===== config.mk =====
export PLATFORM = sky130hd
export DESIGN_NAME = cpu_state_dump
export DESIGN_NICKNAME = d
export VERILOG_FILES = /design/src/rtl/cpu_state_dump.sv
export SDC_FILE = /design/constraint.sdc
export NUM_CORES = 1
export LEC_CHECK = 0
export BUFFER_PORTS_ARGS = -buffer_cell sky130_fd_sc_hd__buf_2
export CORE_ASPECT_RATIO = 1.5
export CORE_UTILIZATION = 45
export DETAILED_ROUTE_END_ITERATION = 16
export PLACE_DENSITY = 0.9
export SLEW_MARGIN = 20
export SYNTH_ARGS = -nofsm -noshare
export SYNTH_HDL_FRONTEND = slang
export SYNTH_SLANG_ARGS = --single-unit
export TNS_END_PERCENT = 20

===== constraint.sdc =====
create_clock -name clk -period 3.65 [get_ports clk]
set_input_delay 0.73 -clock clk [delete_from_list [all_inputs] [get_ports clk]]
set_output_delay 0.73 -clock clk [all_outputs]
set_load 0.03 [all_outputs]

===== src/rtl/cpu_state_dump.sv =====
// Debug sequencer: streams a snapshot of the register file, a window of data RAM,
// then HI and LO as tagged records on a valid/ready interface.
`timescale 1ns/1ps
module cpu_state_dump #(
  parameter logic [31:0] MEM_BASE  = 32'h0000_0000,
  parameter int          MEM_WORDS = 16
) (
  input  logic        clk,
  input  logic        reset,
  input  logic        start,
  output logic [4:0]  rf_addr,
  input  logic [31:0] rf_data,
  output logic [31:0] mem_addr,
  input  logic [31:0] mem_data,
  input  logic [31:0] HI_data,
  input  logic [31:0] LO_data,
  output logic        out_valid,
  input  logic        out_ready,
  output logic [1:0]  out_tag,
  output logic [7:0]  out_index,
  output logic [31:0] out_data,
  output logic        busy,
  output logic        done
);

  typedef enum logic [2:0] {
    IDLE, RF_RD, RF_OUT, MEM_ADDR, MEM_WAIT, MEM_OUT, HI_OUT, LO_OUT
  } state_t;

  localparam logic [7:0] LAST_MEM = 8'(MEM_WORDS - 1);

  state_t     state;
  logic [7:0] idx;
  logic [7:0] idx_inc;

  assign idx_inc = idx + 8'd1;

  // rf_addr and mem_addr are updated on entry to the read states so the
  // combinational regfile and the one-cycle RAM see a stable address.
  always_ff @(posedge clk) begin
    if (reset) begin
      state     <= IDLE;
      idx       <= 8'd0;
      rf_addr   <= 5'd0;
      mem_addr  <= MEM_BASE;
      out_valid <= 1'b0;
      out_tag   <= 2'd0;
      out_index <= 8'd0;
      out_data  <= 32'd0;
      busy      <= 1'b0;
      done      <= 1'b0;
    end else begin
      done <= 1'b0;
      case (state)
        IDLE: begin
          if (start) begin
            idx     <= 8'd0;
            rf_addr <= 5'd0;
            busy    <= 1'b1;
            state   <= RF_RD;
          end
        end
        RF_RD: begin
          out_data  <= rf_data;
          out_tag   <= 2'd0;
          out_index <= idx;
          out_valid <= 1'b1;
          state     <= RF_OUT;
        end
        RF_OUT: begin
          if (out_ready) begin
            if (idx == 8'd31) begin
              idx <= 8'd0;
              if (MEM_WORDS == 0) begin
                out_data  <= HI_data;
                out_tag   <= 2'd2;
                out_index <= 8'd0;
                state     <= HI_OUT;
              end else begin
                out_valid <= 1'b0;
                mem_addr  <= MEM_BASE;
                state     <= MEM_ADDR;
              end
            end else begin
              out_valid <= 1'b0;
              idx       <= idx_inc;
              rf_addr   <= idx_inc[4:0];
              state     <= RF_RD;
            end
          end
        end
        MEM_ADDR: state <= MEM_WAIT;
        MEM_WAIT: begin
          out_data  <= mem_data;
          out_tag   <= 2'd1;
          out_index <= idx;
          out_valid <= 1'b1;
          state     <= MEM_OUT;
        end
        MEM_OUT: begin
          if (out_ready) begin
            if (idx == LAST_MEM) begin
              out_data  <= HI_data;
              out_tag   <= 2'd2;
              out_index <= 8'd0;
              state     <= HI_OUT;
            end else begin
              out_valid <= 1'b0;
              idx       <= idx_inc;
              mem_addr  <= MEM_BASE + {22'd0, idx_inc, 2'b00};
              state     <= MEM_ADDR;
            end
          end
        end
        HI_OUT: begin
          if (out_ready) begin
            out_data  <= LO_data;
            out_tag   <= 2'd3;
            out_index <= 8'd0;
            state     <= LO_OUT;
          end
        end
        LO_OUT: begin
          if (out_ready) begin
            out_valid <= 1'b0;
            busy      <= 1'b0;
            done      <= 1'b1;
            state     <= IDLE;
          end
        end
        default: state <= IDLE;
      endcase
    end
  end

endmodule


==> impl_metrics.env <==
export IMPL_grt_pass1_vias=4161
export IMPL_cts_resized=0
export IMPL_dieArea_um2=9280
export IMPL_fin_nets=750
export IMPL_cts_htree_levels=3
export IMPL_hold_ws_ns=0.460
export IMPL_finalSetupViolCount=0
export IMPL_yosysWarnings=0
export IMPL_final_setup_tns_ns=0
export IMPL_fmax_mhz=372
export IMPL_critPathSlowestCell="nor4_1"
export IMPL_async_flop_share_pct=0
export IMPL_syn_area_per_cell_um2=8.70
export IMPL_hold_viol=0
export IMPL_coreArea_um2=8520
export IMPL_io_pins=214
export IMPL_via_count=4309
export IMPL_antenna_found_initial=6
export IMPL_antenna_left=0
export IMPL_status="finished, final reports clean"
export IMPL_skew_ns=0.00630
export IMPL_cpLargestDelayFamily="simple AND/OR/NAND/NOR gates"
export IMPL_fp_dieH_um=118
export IMPL_initial_core_util_pct=47.0
export IMPL_first_pass_iters=5
export IMPL_drive_gt1_share_pct=41.0
export IMPL_syn_area_um2=4000
export IMPL_crit_chain="ha_1 > nand4b_1 > nor4_1 > o21ai_4 > o22ai_1"
export IMPL_gr_total_overflow=0
export IMPL_worst_slew_pin_slew_ns=0.840
export IMPL_cts_setup_buffers=0
export IMPL_drt_iter0_markers=296
export IMPL_vias_per_cell=5.89
export IMPL_postCtsHoldBufs=0
export IMPL_worst_endpoint_arrival_ns=2.94
export IMPL_fin_cells=731
export IMPL_crit_path_end_kind="flop"
export IMPL_cts_root_buf="clkbuf_16"
export IMPL_postSynthCellCount=460
export IMPL_cellPowerDensity_nw_per_um2=456
export IMPL_layout_common_cells="buf_2 (189), dfxtp_1 (67), o22ai_1 (65)"
export IMPL_path_class="reg2reg"
export IMPL_design_area_um2=5130
export IMPL_track_usage_pct=28.5
export IMPL_cts_max_path_buffers=2
export IMPL_switchingPower_uw=742
export IMPL_synth_top_area_share_pct=34.5
export IMPL_ys_flop_type="dfxtp_1"
export IMPL_ir_drop_v=0.000283
export IMPL_comb_power_share_pct=25.5
export IMPL_slowest_delay_ns=0.70
export IMPL_die_width_um=79.0
export IMPL_cts_tree="yes"
export IMPL_numClockSinks=69
export IMPL_cap_viol_max_count=0
export IMPL_wl_per_cell_um=18.0
export IMPL_io_buffer_count=189
export IMPL_hpwl_um=9500
export IMPL_final_common_cell="buf_2"
export IMPL_p_leak_uw=0.00221
export IMPL_finalCritPeriodShare_pct=73.7
export IMPL_synth_edf_count=0
export IMPL_startpoint_type="flop"
export IMPL_swShare_pct=31.7
export IMPL_seq_power_share_pct=36.0
export IMPL_relSlewSlack_pct=43.6
export IMPL_ys_types=56
export IMPL_cp_buffers_inverters=0
export IMPL_cts_buffers=9
export IMPL_clkPwrFrac_pct=38.5
export IMPL_cp_required_ns=3.90
export IMPL_yosys_register_bits=69
export IMPL_gp_congestion=0.935
export IMPL_placed_cells=713
export IMPL_power_total_uw=2340
export IMPL_slew_violations=0
export IMPL_grt_pass1_wl_um=20600
export IMPL_yosysSeqAreaShare_pct=34.5
export IMPL_synthTopCellsByArea="dfxtp_1 (35%), o22ai_1 (10%), mux2_2 (9.0%)"
export IMPL_place_area_um2=4810
export IMPL_fp_row_count=41
export IMPL_area_growth_syn_to_layout_pct=28.2
export IMPL_clock_latency_ns=0.33
export IMPL_finalCriticalPeriod_ns=2.69
export IMPL_path_max_fanout=32
export IMPL_grt_max_degree=48
export IMPL_synth_top_area_cell="dfxtp_1"
export IMPL_path_clk_slew_ns=0.06
export IMPL_drc=0
export IMPL_internal_power_uw=1600
export IMPL_finalWirelength_um=13100
export IMPL_rsz0062_at_grt="no"
export IMPL_hold_path_class="reg2reg"
[worst paths after layout]
| kind | start | cells after the start | end | slack, ns |
|---|---|---|---|---|
| max reg2reg | idx[0] | 5 | out_data[9] | 0.96 |
| max | idx[0] | 5 | out_data[9] | 0.96 |
| min | rf_addr[4] | 2 | rf_addr[4] | 0.46 |
| min reg2reg | rf_addr[4] | 2 | rf_addr[4] | 0.46 |
[through the flow]
step,worst slack [ns],utilization (%)
floorplan,1.78,-
global placement,1.02,56.5
detailed placement,1.02,56.5
CTS,0.995,60.2
global route,0.789,60.2
finish,0.959,60.3
[state kept, by name, summed over array words and instances, names as in the netlist]
signal	flops
mem_addr	8
rf_addr	5
out_valid	1
busy	1
state	3
idx	8
out_tag	2
out_data	32
out_index	8
done	1
[layer usage]
layer / GRT usage [%] / vias up / wire length (µm)
met4: 16.4 / 8 / 553
met1: 29.1 / 1968 / 4640
met2: 49.8 / 250 / 6770
met3: 8.91 / 58 / 1110
li1: - / 2025 / -
met5: 0 / - / 55
[power groups by stage]
stage,sequential (µW),clock [µW],combinational [µW]
5_1_grt,850,945,640
3_3_place_gp,857,0,566
4_1_cts,843,913,593
6_report,844,902,597
3_5_place_dp,859,0,589
2_1_floorplan,931,0,357
[Yosys cell counts, types with 2 or more instances]
cell        n
nor2_1     20
dfxtp_1    69
o211ai_1    5
inv_1       5
o32ai_1     3
and2_1      2
buf_1       6
o21ai_1     3
nand2b_1    6
buf_2      12
buf_4      24
nor3_1      8
clkbuf_1   25
nor2b_1     3
or3b_2      2
o2111ai_1   3
a32oi_1     8
mux2_2     32
nand3b_1    2
o41ai_1     6
or3_1       2
xor2_1      5
o22ai_1    65
nand4_1     8
o21ai_0     9
a21oi_1    12
nand3_1     5
o31ai_1     2
nand2_1    38
and3_1      2
buf_6       5
o2bb2ai_1  36
o221ai_1    2
xnor2_1     2
nor4_1      2
[final cells by class]
type / instances / area (µm²)
multi-input cells: 337 / 2290
fillers: 768 / 3380
inverters: 5 / 18.8
clock inverters: 4 / 45.0
well taps: 107 / 134
flip-flops and latches: 69 / 1380
clock buffers: 12 / 267
repair buffers: 195 / 991
diodes: 2 / 5.00
[worst reg2reg max path, delay by kind of cell, from the launching register on]
| kind | cells | cell delay, ns |
|---|---|---|
| flops | 1 | 0.53 |
| fa+ha+maj | 1 | 0.34 |
| simple gates | 2 | 1.12 |
| compound gates | 2 | 0.63 |
[cells by family after synthesis]
family | Yosys count | synth area share, %
other | 1 | 0.0937
xor gates and xnor gates | 7 | 1.53
muxes | 33 | 9.25
buffers and inverters | 77 | 10.8
AOI/OAI and AO/OA | 166 | 30.0
adders and majority gates | 1 | 0.313
and+or+nand+nor | 106 | 13.5
DFF | 69 | 34.5
Power figures use the tool's default switching activity.
